<file path="src/rtl/usb_tx_bitstuff_ser_pkg.sv">
// Shared definitions for the USB transmit serializer / bit stuffer and the matching
// receive-side destuffer.
//   SYNC_PAT  : SYNC byte, shifted out LSB first (0000_0001 on the wire)
//   STUFF_RUN : run of consecutive 1s that forces a stuffed 0
//   EOP_LEN   : cycles spent in EOP (2 SE0 + 1 J) with the NRZI encoder disabled
//   tx_state_e: serializer FSM states
package usb_tx_bitstuff_ser_pkg;

  localparam logic [7:0]  SYNC_PAT  = 8'h80;
  localparam int unsigned STUFF_RUN = 6;
  localparam int unsigned EOP_LEN   = 3;

  typedef enum logic [1:0] {
    StIdle,
    StSync,
    StData,
    StEop
  } tx_state_e;

endpackage

</file>
<file path="src/rtl/usb_bit_stuffer.sv">
// Ones-run counter with stuff request, shared by the transmit stuffer and the receive
// destuffer.
// Ports:
//   clk       : bit clock, one bit per cycle
//   rst       : asynchronous active-low reset
//   bit_valid : bit_in is a live line bit this cycle; when low the run is cleared
//   bit_in    : bit currently on the line (stuffed 0s included)
//   stuff_req : the run including bit_in has reached StuffRun, so the next bit is a
//               stuff bit (inserted on transmit, removed on receive)
module usb_bit_stuffer
  import usb_tx_bitstuff_ser_pkg::*;
#(
  parameter int unsigned StuffRun = STUFF_RUN
) (
  input  logic clk,
  input  logic rst,
  input  logic bit_valid,
  input  logic bit_in,
  output logic stuff_req
);

  localparam int unsigned     CntW   = $clog2(StuffRun + 1);
  localparam logic [CntW-1:0] RunMax = CntW'(StuffRun);

  logic [CntW-1:0] run_q, run_d;

  // Run length including the current bit; any 0 (or an idle line) clears it.
  // Saturates so a malformed receive stream cannot wrap back below the threshold.
  always_comb begin
    run_d = '0;
    if (bit_valid && bit_in) begin
      run_d = (run_q == RunMax) ? RunMax : run_q + CntW'(1);
    end
  end

  assign stuff_req = (run_d == RunMax);

  always_ff @(posedge clk or negedge rst) begin
    if (!rst) begin
      run_q <= '0;
    end else begin
      run_q <= run_d;
    end
  end

endmodule

</file>
<file path="src/rtl/usb_tx_bitstuff_ser.sv">
// USB transmit serializer and bit stuffer feeding the NRZI encoder.
// Takes packet bytes over valid/ready, prepends SYNC, shifts bytes out LSB first one
// bit per clock, inserts a 0 after every StuffRun consecutive 1s and closes the packet
// with an EOP window during which the encoder is disabled.
// Ports:
//   clk         : system clock, one bit time per cycle
//   rst         : asynchronous active-low reset
//   tx_valid    : tx_data holds a byte; held high and stable until tx_ready
//   tx_data     : packet byte
//   tx_ready    : byte accepted this cycle
//   data_out    : serial bit to the NRZI encoder (registered)
//   en_nrzi_out : NRZI encoder enable (registered)
//   eop         : high during the EOP window (registered)
//   busy        : high in any state other than idle (registered)
module usb_tx_bitstuff_ser
  import usb_tx_bitstuff_ser_pkg::*;
#(
  parameter logic [7:0]  SyncPat  = SYNC_PAT,
  parameter int unsigned StuffRun = STUFF_RUN,
  parameter int unsigned EopLen   = EOP_LEN
) (
  input  logic       clk,
  input  logic       rst,
  input  logic       tx_valid,
  input  logic [7:0] tx_data,
  output logic       tx_ready,
  output logic       data_out,
  output logic       en_nrzi_out,
  output logic       eop,
  output logic       busy
);

  localparam int unsigned     EopW    = $clog2(EopLen + 1);
  localparam logic [EopW-1:0] EopLast = EopW'(EopLen - 1);

  tx_state_e       state_q;
  logic [7:0]      sreg_q;      // byte being shown on data_out
  logic [2:0]      bit_idx_q;   // index of the bit on data_out (next bit during a stuff cycle)
  logic            stuff_q;     // data_out currently carries a stuffed 0
  logic            end_pend_q;  // packet ended on a bit that still needs its stuff 0
  logic [EopW-1:0] eop_cnt_q;

  logic       stuff_req;
  logic       boundary;
  logic [2:0] idx_nxt;

  // The run counter watches the line itself, so SYNC and stuffed 0s are counted too.
  usb_bit_stuffer #(
    .StuffRun (StuffRun)
  ) u_bit_stuffer (
    .clk       (clk),
    .rst       (rst),
    .bit_valid (en_nrzi_out),
    .bit_in    (data_out),
    .stuff_req (stuff_req)
  );

  // Bit 7 of the current byte is on the line and is a real bit, not a stuff 0.
  assign boundary = ((state_q == StSync) || (state_q == StData)) && !stuff_q &&
                    (bit_idx_q == 3'd7);
  // Only asserted when a byte is actually taken, so an ending packet shows no pulse.
  assign tx_ready = boundary && tx_valid;
  assign idx_nxt  = bit_idx_q + 3'd1;

  always_ff @(posedge clk or negedge rst) begin
    if (!rst) begin
      state_q     <= StIdle;
      sreg_q      <= '0;
      bit_idx_q   <= '0;
      stuff_q     <= 1'b0;
      end_pend_q  <= 1'b0;
      eop_cnt_q   <= '0;
      data_out    <= 1'b1;
      en_nrzi_out <= 1'b0;
      eop         <= 1'b0;
      busy        <= 1'b0;
    end else begin
      unique case (state_q)
        StIdle: begin
          // The first byte is not consumed here; it is taken at the SYNC bit-7 cycle.
          if (tx_valid) begin
            state_q     <= StSync;
            sreg_q      <= SyncPat;
            bit_idx_q   <= '0;
            stuff_q     <= 1'b0;
            end_pend_q  <= 1'b0;
            data_out    <= SyncPat[0];
            en_nrzi_out <= 1'b1;
            busy        <= 1'b1;
          end
        end

        StSync, StData: begin
          if (stuff_q) begin
            // Stuff cycle: shift position was already advanced, just resume output.
            stuff_q <= 1'b0;
            if (end_pend_q) begin
              state_q     <= StEop;
              eop_cnt_q   <= '0;
              data_out    <= 1'b1;
              en_nrzi_out <= 1'b0;
              eop         <= 1'b1;
            end else begin
              data_out <= sreg_q[bit_idx_q];
            end
          end else begin
            // Advance the bit position or handle the byte boundary. This runs even when
            // a stuff bit follows, so the stuff cycle itself leaves position frozen.
            if (bit_idx_q == 3'd7) begin
              if (tx_valid) begin
                sreg_q    <= tx_data;
                bit_idx_q <= '0;
                state_q   <= StData;
              end else begin
                end_pend_q <= 1'b1;
              end
            end else begin
              bit_idx_q <= idx_nxt;
            end

            if (stuff_req) begin
              stuff_q  <= 1'b1;
              data_out <= 1'b0;
            end else if (bit_idx_q == 3'd7) begin
              if (tx_valid) begin
                data_out <= tx_data[0];
              end else begin
                state_q     <= StEop;
                eop_cnt_q   <= '0;
                data_out    <= 1'b1;
                en_nrzi_out <= 1'b0;
                eop         <= 1'b1;
              end
            end else begin
              data_out <= sreg_q[idx_nxt];
            end
          end
        end

        StEop: begin
          // Returning to idle guarantees at least one idle cycle before the next SYNC.
          if (eop_cnt_q == EopLast) begin
            state_q <= StIdle;
            eop     <= 1'b0;
            busy    <= 1'b0;
          end else begin
            eop_cnt_q <= eop_cnt_q + EopW'(1);
          end
        end

        default: begin
          state_q <= StIdle;
        end
      endcase
    end
  end

endmodule

</file>
<file path="config.mk">
export PLATFORM = sky130hd
export DESIGN_NAME = usb_tx_bitstuff_ser
export DESIGN_NICKNAME = d
export VERILOG_FILES = /design/src/rtl/usb_tx_bitstuff_ser_pkg.sv /design/src/rtl/usb_bit_stuffer.sv /design/src/rtl/usb_tx_bitstuff_ser.sv
export SDC_FILE = /design/constraint.sdc
export NUM_CORES = 1
export LEC_CHECK = 0
export ABC_AREA = 0
export BUFFER_PORTS_ARGS = -buffer_cell sky130_fd_sc_hd__buf_2
export CORE_UTILIZATION = 55
export CTS_BUF_LIST = sky130_fd_sc_hd__clkbuf_8
export DETAILED_ROUTE_END_ITERATION = 6
export PLACE_DENSITY = 0.78
export SYNTH_ARGS = -nofsm -noshare
export SYNTH_HDL_FRONTEND = slang
export SYNTH_HIERARCHICAL = 1
export SYNTH_SLANG_ARGS = --single-unit
export TNS_END_PERCENT = 5
</file>
<file path="constraint.sdc">
create_clock -name clk -period 4.5 [get_ports clk]
set_input_delay 0.45 -clock clk [delete_from_list [all_inputs] [get_ports clk]]
set_output_delay 0.45 -clock clk [all_outputs]
set_load 0.02 [all_outputs]
</file>
# ---- Yosys cells after proc, flatten, opt, wreduce, memory -nomap -nowiden
# Cells that the tools add are included.
dict set report word_totals {
  ff_bits 24
  output_inout_bits 5
}
dict set report classes {
  add_sub_neg 3
  order_cmp 2
  eq_ne 18
  n_mux 59
  reduce_logical 20
}
# cell count
set op_table {}
lappend op_table {{$mux 8} 4}
lappend op_table {{$mux 2} 15}
lappend op_table {{$mux 1} 23}
lappend op_table {{$reduce_and 6->1} 3}
lappend op_table {{$pmux 8 s2} 1}
lappend op_table {{$mux 3} 5}
lappend op_table {{$ne 2x2->1 const B} 7}
lappend op_table {{$ne 3x3->1 const B} 4}
lappend op_table {{$pmux 1 s2} 6}
lappend op_table {{$reduce_and 5->1} 2}
lappend op_table {{$eq 3x3->1 const B} 3}
lappend op_table {{$lt 3x4->1 const B} 2}
lappend op_table {{$add 3x1->3 const B} 2}
lappend op_table {{$bmux 1 s3} 2}
lappend op_table {{$eq 2x2->1 const B} 3}
lappend op_table {{$pmux 2 s3} 1}
lappend op_table {{$pmux 3 s2} 1}
lappend op_table {{$reduce_and 3->1} 2}
lappend op_table {{$reduce_bool 2->1} 3}
lappend op_table {{$logic_and 1x1->1} 4}
lappend op_table {{$pmux 2 s2} 1}
lappend op_table {{$reduce_and 2->1} 2}
lappend op_table {{$add 2x1->2 const B} 1}
lappend op_table {{$eq 2x1->1 const B} 1}
lappend op_table {{other kinds (4)} 4}

# ---- Logic depth before layout (Yosys ltp)
# Gate-level depths: netlist of run 1.
dict set report logic_depth {
  depth_word 7
  depth_mapped 8
  ltp_nobuf 8
}

# ---- Modules after synthesis
# Netlist of run 1, hierarchy kept.
# mod n_inst cells_per_inst area_each_um2 seq_area_each_um2
set modules_own_cells {}
lappend modules_own_cells {usb_tx_bitstuff_ser 1 129 1233.7 526.8}
lappend modules_own_cells {usb_bit_stuffer 1 15 162.7 75.1}

# ---- Least setup slack after synthesis of run 1
# Ideal clock, no wire load.
dict set report synth_timing {
  path_kind {register to register}
  startpoint {register u_bit_stuffer.run_q[0]}
  endpoint {register state_q[1]}
  t_arrival_ns 1.797
  required_time_ns 4.378
  setup_slack_ns 2.581
  path_stages_with_launch 8
  path_buffers 0
  synth_period_minus_slack_ns 1.919
  cell_sequence {dfrtp_1 > ha_1 > nand2b_1 > a2111oi_2 > nand2b_1 > a21oi_1 > o21ai_0 > a32o_1}
}
dict set report synth_via {
  elab_chain_len 7
  word_cells_on_any_way 8
}
# item line_no
set synth_rtl {}
lappend synth_rtl {{from (decl)} usb_bit_stuffer.sv:25} ;# logic [CntW-1:0] run_q, run_d;
lappend synth_rtl {{from (signal assigned)} usb_bit_stuffer.sv:42} ;# run_q <= run_d;
lappend synth_rtl {{$add 3x1->3 or $eq 3x3->1 (tied branches)} usb_bit_stuffer.sv:32} ;# run_d = (run_q == RunMax) ? RunMax : run_q + CntW'(1);
lappend synth_rtl {{$mux 3 *} usb_bit_stuffer.sv:32}
lappend synth_rtl {{$mux 3 *} usb_bit_stuffer.sv:31} ;# if (bit_valid && bit_in) begin
lappend synth_rtl {{$eq 3x3->1 *} usb_bit_stuffer.sv:36} ;# assign stuff_req = (run_d == RunMax);
lappend synth_rtl {{via stuff_req} usb_tx_bitstuff_ser.sv:43} ;# logic stuff_req;
lappend synth_rtl {{$mux 2 *} usb_tx_bitstuff_ser.sv:121} ;# if (stuff_req) begin
lappend synth_rtl {{$mux 2 *} usb_tx_bitstuff_ser.sv:94} ;# if (stuff_q) begin
lappend synth_rtl {{$pmux 2 s3 *} usb_tx_bitstuff_ser.sv:78} ;# unique case (state_q)
lappend synth_rtl {{to (signal assigned)} usb_tx_bitstuff_ser.sv:82} ;# state_q <= StSync;
lappend synth_rtl {{to (signal assigned)} usb_tx_bitstuff_ser.sv:98} ;# state_q <= StEop;
lappend synth_rtl {{to (signal assigned)} usb_tx_bitstuff_ser.sv:128} ;# state_q <= StEop;
lappend synth_rtl {{to (decl)} usb_tx_bitstuff_ser.sv:36} ;# tx_state_e state_q;
# Mark *: on every way through the listed nets, which the timed path passes. The rest lies on a longest branch.
# A chain may end at the register's enable or synchronous reset.

# ---- Final worst setup path of run 1
dict set report layout_timing {
  startpoint {register state_q[1]}
  endpoint {output tx_ready}
}
dict set report layout_via {
  elab_chain_len 5
  word_cells_on_any_way 6
}
# item line_no
set layout_rtl {}
lappend layout_rtl {{from (signal assigned)} usb_tx_bitstuff_ser.sv:67} ;# state_q <= StIdle;
lappend layout_rtl {{from (signal assigned)} usb_tx_bitstuff_ser.sv:82}
lappend layout_rtl {{from (signal assigned)} usb_tx_bitstuff_ser.sv:98}
lappend layout_rtl {{$eq 2x1->1 or $eq 2x2->1 (tied branches)} usb_tx_bitstuff_ser.sv:59} ;# assign boundary = ((state_q == StSync) || (state_q == StData)) && !stuff_q &&
lappend layout_rtl {{$logic_or 1x1->1 *} usb_tx_bitstuff_ser.sv:59}
lappend layout_rtl {{$logic_and 1x1->1 * (2 in series)} usb_tx_bitstuff_ser.sv:59}
lappend layout_rtl {{$logic_and 1x1->1 *} usb_tx_bitstuff_ser.sv:62} ;# assign tx_ready = boundary && tx_valid;
lappend layout_rtl {{to (decl)} usb_tx_bitstuff_ser.sv:26} ;# output logic tx_ready,
# Mark *: on every way between the ends. The rest lies on a longest branch, timed or not.

==> flow_metrics.py, run 1 <==
metrics = {
    "placement": {
        "hpwl_mm": 2.00,
        "dp_cells": 181,
        "postPlaceCellArea_um2": 1480,
        "port_buffers": 15,
        "gp_congestion": 0.790,
    },
    "drt": {
        "via_per_inst": 5.92,
        "drtIter0Drc": 18,
        "drt-total-wl_mm": 2.65,
        "first_pass_iters": 4,
        "vias": 1096,
        "wire_per_inst_um": 14.3,
        "detail-route-antenna-nets": 0,
        "drc_errors": 0,
    },
    "cells_and_area": {
        "drive_gt1_share_pct": 16.6,
        "syn_to_final_growth_pct": 9.41,
        "finalInstanceArea_um2": 1530,
        "n_antenna_cell": 0,
        "instances_no_fill": 185,
        "final_net_count": 176,
        "fill_cells": 182,
    },
    "worst_setup_path": {
        "critPathMaxFanout": 20,
        "worstPathRequired_ns": 4.05,
        "critical_path_class": "reg -> out",
        "critPathLaunchType": "register",
        "end_kind": "output pin",
        "cpPeakStageDelay_ns": 0.61,
        "critical_path.startpoint": "state_q[1]$_DFFE_PN0P_",
        "cp.arrival_ns": 1.87,
        "path_cells": "inv_1 > ha_1 > nand2b_1 > nor2_1 > buf_2",
        "crit_path_top_delay_cell": "ha_1",
        "rr_startpoint": "state_q[1]$_DFFE_PN0P_",
    },
    "synth": {
        "yosys-top-cells-area": "dfrtp_1 41%, mux4_1 7.5%, nand2_1 6.7%",
        "synth_seq_area_share_pct": 43.1,
        "synthAdderAreaFrac_pct": 6.27,
        "synth_top_family_by_area": "compound AO/OA/AOI/OAI gates",
        "muxShareOfSynthArea_pct": 9.95,
        "synth_compound_area_share_pct": 22.5,
        "synth-simple-area-share_pct": 14.1,
        "syn_area_per_cell_um2": 9.70,
        "synth_enable_flop_cells": 0,
        "syn_nets": 162,
        "netlist_area_um2": 1400,
        "ys_seq_elements": 24,
        "syn_inst": 144,
        "synthArstFlopShare_pct": 100,
        "synth.largest_area_cell": "dfrtp_1",
        "synth_xor_area_share_pct": 0,
        "synthDistinctLibCells": 29,
        "yosysWarningCount": 6,
        "synth_ff_type": "dfrtp_1",
        "yosys.area.top_type_share_pct": 41.2,
    },
    "pwr": {
        "powerDensity_nw_per_um2": 602,
        "peakVddDrop_uv": 412,
        "leakagePower_nw": 0.704,
    },
    "sta": {
        "fin_hold_ws_ns": 0.150,
        "max_slew_margin_pct": 45.4,
        "fin_tns_setup_ns": 0,
        "fin_crit_ns": 2.32,
        "drv_slew": 0,
        "tightest_slew_ns": 0.814,
        "setup_viol": 0,
        "fmax_mhz": 432,
        "finalHoldViolCount": 0,
        "timing.final.crit_share_pct": 51.5,
        "fin_skew_ns": 0.00887,
        "rsz0062_at_grt": "no",
    },
    "global_route": {
        "grt_util_all_layers_pct": 22.8,
        "grt_pass1_vias": 986,
        "antenna_found_initial": 0,
        "grt_max_degree": 25,
        "overflow": 0,
        "grt_pass1_wl_mm": 4.52,
    },
    "cts": {
        "clockBufferDepth": 2,
        "cts_buffers": 3,
        "htree_levels": 1,
        "insertion_delay_ns": 0.27,
        "cts_root_buf": "clkbuf_8",
        "cts_tree": "yes",
        "holdBufCountCts": 0,
        "post_cts_buffers": 0,
        "cts_sinks": 24,
        "cts.clk_slew.worst_paths_ns": 0.09,
        "cts.repair.resized": 0,
    },
    "die": {
        "core_area_um2": 2300,
        "num_rows": 17,
        "die_w_um": 52.4,
        "die_area_um2": 2740,
        "initial_core_util_pct": 60.8,
        "die_y_um": 52.4,
        "io_pins": 16,
    },
    "status": {
        "status": "completed",
    },
    "run": {
        "max_cap_viol_count": 0,
    },
    "worst_hold_path": {
        "worstHoldPathType": "in -> async",
    },
}
==> registers in the layout (all words and copies together), names as in the netlist, 2 cells and up <==
register and flops:
bit_idx_q 3, sreg_q 8, state_q 2, eop_cnt_q 2
u_bit_stuffer/run_q 3
==> synth_stat cells, types with 2 or more instances <==
cell type and count:
clkbuf_1 5, o31ai_1 3, nand2_1 25, a21oi_1 9, a211oi_1 2, nor2_1 7, a22o_1 2, nor2b_1 4
ha_1 7, inv_1 9, o21ai_0 18, o2bb2ai_1 2, o21ai_1 2, dfrtp_1 23, a32o_1 2, mux4_1 4
mux2_2 3, nand2b_1 6
==> metrics by stage <==
| step | total power, mW | worst slack (ns) | utilization, % |
|---|---|---|---|
| after floorplan | 0.695 | 2.58 | - |
| after global placement | 0.776 | 2.32 | 64.5 |
| after detailed placement | 0.796 | 2.25 | 64.5 |
| after CTS | 0.924 | 2.18 | 66.5 |
| after global routing | 0.995 | 1.98 | 66.5 |
| final | 0.919 | 2.18 | 66.5 |
==> per-layer routing <==
layer	up-vias	part of all wire, %	track usage (%)	routed length, um
li1	548	-	-	-
met1	531	50	32.0	1330
met2	15	47	35.4	1230
met3	2	2.2	2.61	59
met4	0	0.98	9.21	26
met5	-	0	0	0
==> power breakdown <==
| group | switching (mW) | leakage, nW | internal (mW) |
|---|---|---|---|
| registers | 0.0625 | 0.294 | 0.289 |
| logic | 0.227 | 0.383 | 0.212 |
| clock network | 0.0678 | 0.0269 | 0.0609 |
| total | 0.357 | 0.704 | 0.562 |
==> worst paths after layout <==
path / end / slack [ns] / cells past startpoint
setup / recovery: tx_ready / 2.18 / 5
hold / removal: bit_idx_q[0]$_DFFE_PN0P_ / 0.15 / 1
setup reg to reg: sreg_q[1]$_DFFE_PN0P_ / 2.27 / 5
hold reg to reg: data_out$_DFFE_PN1P_ / 0.49 / 2
max in group asynchronous: data_out$_DFFE_PN1P_ / 3.98 / 1
min in group clk: sreg_q[6]$_DFFE_PN0P_ / 0.42 / 3
==> kinds of logic (layout without fill, tap and decap cells) <==
family / after synthesis / after routing
muxes: 7 / 7
buffers and inverters: 15 / 28
AOI/OAI and AO/OA: 47 / 47
adders and majority gates: 7 / 7
DFF: 24 / 24
and+or+nand+nor: 44 / 44
==> cell usage in the layout, fill, tap and decap left out <==
cell,instances
a2111oi_2,1
a211oi_1,2
a21oi_1,9
a22o_1,2
a32o_1,2
and3b_1,1
buf_2,15
clkbuf_8,3
dfrtp_1,23
dfstp_2,1
ha_1,7
inv_1,10
mux2_2,3
mux4_1,4
nand2_1,25
nand2b_1,6
nor2_1,7
nor2b_1,4
nor3_1,1
o211ai_1,1
o21ai_0,18
o21ai_1,2
o21ba_2,1
o221a_2,1
o22ai_1,1
o2bb2ai_1,2
o311a_1,1
o31ai_1,3
o32ai_2,1
==> area by class of cell <==
cell class,instances,area [um2],share of cell area (%)
inverter,9,33.8,2.21
timing repair buffer,15,75.1,4.91
sequential,24,602,39.4
clock buffer,3,41.3,2.70
clock inverter,1,3.75,0.246
multi-input combinational,105,737,48.2
tap,28,35.0,2.29
==> critical path, delay by kind of cell, from the launching register on <==
family / cells / cell delay [ns]
and+or+nand+nor: 2 / 0.35
DFF: 1 / 0.40
adders and majority gates: 1 / 0.61
buffers and inverters: 2 / 0.25
Power figures use the tool's default switching activity.
==> run 2: changes to the inputs <==
--- a/config.mk
+++ b/config.mk
@@ -5,12 +5,12 @@
 export SDC_FILE = /design/constraint.sdc
 export NUM_CORES = 1
 export LEC_CHECK = 0
-export ABC_AREA = 0
+export ABC_AREA = 1
 export BUFFER_PORTS_ARGS = -buffer_cell sky130_fd_sc_hd__buf_2
-export CORE_UTILIZATION = 55
+export CORE_UTILIZATION = 54
 export CTS_BUF_LIST = sky130_fd_sc_hd__clkbuf_8
 export DETAILED_ROUTE_END_ITERATION = 6
-export PLACE_DENSITY = 0.78
+export PLACE_DENSITY = 0.79
 export SYNTH_ARGS = -nofsm -noshare
 export SYNTH_HDL_FRONTEND = slang
 export SYNTH_HIERARCHICAL = 1
==> constraint.sdc (replaced) <==
create_clock -name clk -period 2.13 [get_ports clk]
set_input_delay 0.213 -clock clk [delete_from_list [all_inputs] [get_ports clk]]
set_output_delay 0.213 -clock clk [all_outputs]
set_load 0.02 [all_outputs]
==> flow_metrics.py, run 2 <==
metrics = {
    "worst_setup_path": {
        "rr_startpoint": "bit_idx_q[0]$_DFFE_PN0P_",
        "critical_path.startpoint": "bit_idx_q[0]$_DFFE_PN0P_",
        "end_kind": "register",
        "critPathMaxFanout": 10,
        "cp.arrival_ns": 2.00,
        "critPathLaunchType": "register",
        "worstPathRequired_ns": 2.29,
        "critical_path_class": "reg -> reg",
    },
    "drt": {
        "wire_per_inst_um": 12.1,
        "drt-total-wl_mm": 2.81,
        "vias": 1239,
        "drc_errors": 0,
        "drtIter0Drc": 38,
        "detail-route-antenna-nets": 0,
        "via_per_inst": 5.34,
        "first_pass_iters": 4,
    },
    "sta": {
        "fin_skew_ns": 0.0124,
        "tightest_slew_ns": 0.534,
        "max_slew_margin_pct": 64.4,
        "setup_viol": 0,
        "fin_hold_ws_ns": 0.182,
        "drv_slew": 0,
        "rsz0062_at_grt": "no",
        "fmax_mhz": 542,
        "timing.final.crit_share_pct": 86.6,
        "finalHoldViolCount": 0,
        "fin_tns_setup_ns": 0,
        "fin_crit_ns": 1.84,
    },
    "cells_and_area": {
        "largest_reg_flops": 8,
        "layout_commonest_cell": "nand2_1",
        "max_flop_register": "sreg_q",
        "instances_no_fill": 232,
        "layout.cells.most_common_list": "40 x nand2_1, 28 x inv_1, 25 x nand3_1",
        "fill_cells": 239,
        "drive_gt1_share_pct": 16.8,
        "syn_to_final_growth_pct": 11.4,
        "reg.largest.list": "sreg_q x8, bit_idx_q x3, u_bit_stuffer/run_q x3",
        "final_net_count": 221,
        "finalInstanceArea_um2": 1570,
        "n_antenna_cell": 0,
    },
    "cts": {
        "cts_sinks": 24,
        "clockBufferDepth": 2,
        "cts_tree": "yes",
        "cts_root_buf": "clkbuf_8",
        "cts_buffers": 3,
        "cts.clk_slew.worst_paths_ns": 0.09,
        "insertion_delay_ns": 0.27,
        "htree_levels": 1,
    },
    "synth": {
        "synth.largest_area_cell": "dfrtp_1",
        "synth_enable_flop_cells": 0,
        "synth_ff_type": "dfrtp_1",
        "yosys-top-cells-area": "dfrtp_1 41%, nand2_1 11%, nand3_1 8.9%",
        "yosysMostFrequentCell": "nand2_1",
        "syn_nets": 201,
        "synth_common_cells": "40 x nand2_1, 28 x inv_1, 25 x nand3_1",
        "syn_area_per_cell_um2": 7.69,
        "netlist_area_um2": 1410,
        "syn_inst": 183,
        "yosys.area.top_type_share_pct": 40.9,
        "ys_seq_elements": 24,
        "synthArstFlopShare_pct": 100,
        "synthDistinctLibCells": 25,
        "yosysWarningCount": 6,
        "synth_seq_area_share_pct": 42.8,
    },
    "placement": {
        "gp_congestion": 0.914,
        "dp_cells": 227,
        "port_buffers": 15,
        "hpwl_mm": 2.16,
        "postPlaceCellArea_um2": 1500,
    },
    "pwr": {
        "peakVddDrop_uv": 949,
        "powerDensity_nw_per_um2": 1670,
        "leakagePower_nw": 0.817,
    },
    "die": {
        "die_w_um": 53.1,
        "die_y_um": 53.1,
        "initial_core_util_pct": 56.8,
        "io_pins": 16,
        "core_area_um2": 2480,
        "num_rows": 18,
        "die_area_um2": 2810,
    },
    "status": {
        "status": "completed",
    },
    "run": {
        "max_cap_viol_count": 0,
    },
    "global_route": {
        "grt_pass1_vias": 1165,
        "overflow": 0,
        "grt_util_all_layers_pct": 24.0,
        "grt_pass1_wl_mm": 4.89,
        "antenna_found_initial": 0,
        "grt_max_degree": 25,
    },
    "worst_hold_path": {
        "worstHoldPathType": "in -> reg",
        "hp-start": "tx_data[6]",
    },
}
run 2: cell count changes in the layout (fill, tap and decap cells not counted), moves of 6 or more:
cell      change
nand3_1      +25
inv_1        +18
nand2_1      +15
nor2_1        +7
nand2b_1      -6
run 2: path summary, 6_finish.rpt:
path	end	slack, ns	cells past startpoint
min in group asynchronous	u_bit_stuffer/run_q[2]$_DFF_PN0_	0.45	2
max in group asynchronous	data_out$_DFFE_PN1P_	1.31	2
max reg2reg	eop$_DFFE_PN0P_	0.29	7
max	eop$_DFFE_PN0P_	0.29	7
min reg2reg	data_out$_DFFE_PN1P_	0.48	2
min	sreg_q[6]$_DFFE_PN0P_	0.18	3
run 2: layout make-up:
class	instances	area [um2]	area share [%]
Multi-Input combinational cell	124	653	41.7
Sequential cell	24	602	38.4
Inverter	32	120	7.66
Timing Repair Buffer	18	100	6.38
Clock buffer	4	55.1	3.51
Tap cell	30	37.5	2.39
run 2: per-stage QoR:
stage          worst slack (ns)  util (%)  power (mW)
6_report                  0.285      63.3        2.61
5_1_grt                  0.0698      63.3        2.89
4_1_cts                   0.295      63.3        2.61
3_5_place_dp              0.341      60.7        2.29
3_3_place_gp              0.413      60.7        2.22
2_1_floorplan             0.534         -        1.98
run 2: routing by layer:
layer / routed length, um / global-route usage (%) / vias up
met5: 0 / 0 / -
li1: - / - / 628
met4: 60 / 12.7 / 0
met2: 1300 / 37.6 / 28
met3: 103 / 3.16 / 9
met1: 1340 / 31.9 / 574
run 2: critical path, stage by stage, from the launching register on:
cell and delay (ns):
dfrtp_1 0.51, ha_1 0.20, ha_1 0.21, nand2_1 0.11
o21ai_0 0.29, nand2_1 0.15, nor3_1 0.17, o22ai_1 0.10
run 2: cell families after synthesis:
| logic type | Yosys count | share of synthesized area, % |
|---|---|---|
| DFF | 24 | 42.8 |
| buffers and inverters | 35 | 10.8 |
| AOI/OAI and AO/OA | 30 | 12.2 |
| and+or+nand+nor | 87 | 28.0 |
| adders and majority gates | 7 | 6.22 |
run 2: report_power, final:
group          internal, mW  switching, mW
Combinational         0.524          0.963
Sequential            0.658          0.155
Clock                 0.165          0.145
Total                  1.35           1.26
run 2: repair_timing:
action                    4_1_cts  5_1_grt
hold buffers                    1        0
buffers inserted                0        0
gates resized for setup         0        0
hold endpoints to repair       23        0
==> run 3: changes to the inputs <==
--- a/config.mk
+++ b/config.mk
@@ -10,6 +10,7 @@
 export CORE_UTILIZATION = 54
 export CTS_BUF_LIST = sky130_fd_sc_hd__clkbuf_8
 export DETAILED_ROUTE_END_ITERATION = 6
+export GPL_TIMING_DRIVEN = 0
 export PLACE_DENSITY = 0.79
 export SYNTH_ARGS = -nofsm -noshare
 export SYNTH_HDL_FRONTEND = slang
==> flow_metrics.py, run 3 (synthesis gave the netlist of run 2 again) <==
metrics = {
    "drt": {
        "routed.top_layer": "met4",
        "drt-total-wl_mm": 2.95,
        "vias": 1265,
        "wl_met1_mm": 1.39,
        "detail-route-antenna-nets": 0,
        "wire_per_inst_um": 12.7,
        "wl_met2_mm": 1.44,
        "wl_met3_um": 90,
        "via_per_inst": 5.43,
        "first_pass_iters": 4,
        "drtIter0Drc": 65,
        "drc_errors": 0,
    },
    "cells_and_area": {
        "max_flop_register": "sreg_q",
        "largest_reg_flops": 8,
        "layout.cells.most_common_list": "40 x nand2_1, 28 x inv_1, 25 x nand3_1",
        "final_net_count": 222,
        "layout_commonest_cell": "nand2_1",
        "drive_gt1_share_pct": 17.2,
        "syn_to_final_growth_pct": 13.8,
        "n_antenna_cell": 0,
        "reg.largest.list": "sreg_q x8, bit_idx_q x3, u_bit_stuffer/run_q x3",
        "fill_cells": 220,
    },
    "cts": {
        "cts.clk_slew.worst_paths_ns": 0.09,
        "cts_tree": "yes",
        "cts_sinks": 24,
        "cts_buffers": 3,
        "htree_levels": 1,
        "cts_root_buf": "clkbuf_8",
        "clockBufferDepth": 2,
        "insertion_delay_ns": 0.27,
    },
    "worst_setup_path": {
        "critPathBufInv": 3,
        "cpPeakStageDelay_ns": 0.38,
        "crit_path_top_delay_cell": "dfrtp_1",
        "critPathLaunchType": "register",
        "worstPathRequired_ns": 2.27,
        "path_delay_family": "buffers and inverters",
        "end_kind": "register",
        "critical_path_class": "reg -> reg",
        "critPathMaxFanout": 10,
        "cp.arrival_ns": 2.02,
        "path_cells": "inv_1 > ha_1 > inv_1 > nor2_2 > nor3_4 > buf_6 > o21ai_0",
        "cpMostUsedCell": "inv_1",
    },
    "die": {
        "num_rows": 18,
        "io_pins": 16,
        "die_area_um2": 2810,
        "die_y_um": 53.1,
        "initial_core_util_pct": 56.8,
        "die_w_um": 53.1,
        "core_area_um2": 2480,
    },
    "placement": {
        "port_buffers": 15,
        "hpwl_mm": 2.16,
        "gp_congestion": 0.934,
    },
    "sta": {
        "drv_slew": 0,
        "rsz0062_at_grt": "no",
        "max_slew_margin_pct": 64.1,
        "setup_viol": 0,
        "fin_crit_ns": 1.87,
        "timing.final.crit_share_pct": 88.0,
        "fin_skew_ns": 0.00140,
        "finalHoldViolCount": 0,
        "fin_tns_setup_ns": 0,
        "tightest_slew_ns": 0.539,
        "fin_hold_ws_ns": 0.175,
        "fmax_mhz": 534,
    },
    "status": {
        "status": "completed",
    },
    "pwr": {
        "totalPowerFinal_mw": 2.76,
        "leakagePower_nw": 0.833,
        "peakVddDrop_uv": 1050,
        "powerDensity_nw_per_um2": 1720,
    },
    "global_route": {
        "grt_pass1_vias": 1199,
        "antenna_found_initial": 0,
        "overflow": 0,
        "grt_util_all_layers_pct": 24.9,
        "grt_max_degree": 25,
        "grt_pass1_wl_mm": 5.06,
    },
    "run": {
        "max_cap_viol_count": 0,
    },
    "worst_hold_path": {
        "worstHoldPathType": "in -> reg",
    },
}
run 3: routing by layer:
layer,vias up,GRT usage (%)
li1,633,-
met1,599,32.1
met2,29,41.8
met3,4,3.74
met4,0,9.21
met5,-,0
run 3: per-stage QoR:
stage / setup WS (ns) / utilization [%] / instances / area (um2)
finish: 0.257 / 64.6 / 233 / 1600
global route: 0.0776 / 64.6 / 233 / 1600
CTS: 0.252 / 64.6 / 233 / 1600
detailed placement: 0.277 / 61.4 / 228 / 1520
global placement: 0.372 / 61.4 / 228 / 1520
floorplan: 0.534 / - / 183 / 1410
run 3: path summary, 6_finish.rpt:
kind | from | endpoint | slack, ns | depth (start not counted)
max | state_q[0]$_DFFE_PN0P_ | sreg_q[1]$_DFFE_PN0P_ | 0.26 | 7
min | tx_data[6] | sreg_q[6]$_DFFE_PN0P_ | 0.18 | 3
max reg2reg | state_q[0]$_DFFE_PN0P_ | sreg_q[1]$_DFFE_PN0P_ | 0.26 | 7
min reg2reg | data_out$_DFFE_PN1P_ | data_out$_DFFE_PN1P_ | 0.48 | 2
max in group asynchronous | rst | data_out$_DFFE_PN1P_ | 1.31 | 2
min in group asynchronous | rst | sreg_q[5]$_DFFE_PN0P_ | 0.46 | 2
run 3: power breakdown:
part           internal (mW)  total [mW]  switching [mW]
Clock                  0.251       0.399           0.148
Sequential             0.659       0.797           0.139
Combinational          0.558        1.56            1.00
run 3: area by class of cell:
| type | instances | area, um2 | area share [%] |
|---|---|---|---|
| timing repair buffer | 16 | 85.1 | 5.31 |
| inverter | 32 | 120 | 7.50 |
| tap | 30 | 37.5 | 2.34 |
| buffer | 3 | 32.5 | 2.03 |
| multi-input combinational | 124 | 653 | 40.8 |
| sequential | 24 | 602 | 37.6 |
| clock inverter | 1 | 30.0 | 1.87 |
| clock buffer | 3 | 41.3 | 2.58 |
run 3: timing repair:
action,4_1_cts,5_1_grt
endpoints found under the setup margin,0,1
resized for setup,0,1
hold buffers,1,0
endpoints found under the hold margin,23,0
setup buffers,0,0
run 3: worst min-delay path, stage by stage:
cell and delay (ns):
buf_2 0.08, nand3_2 0.07, o21ai_2 0.05
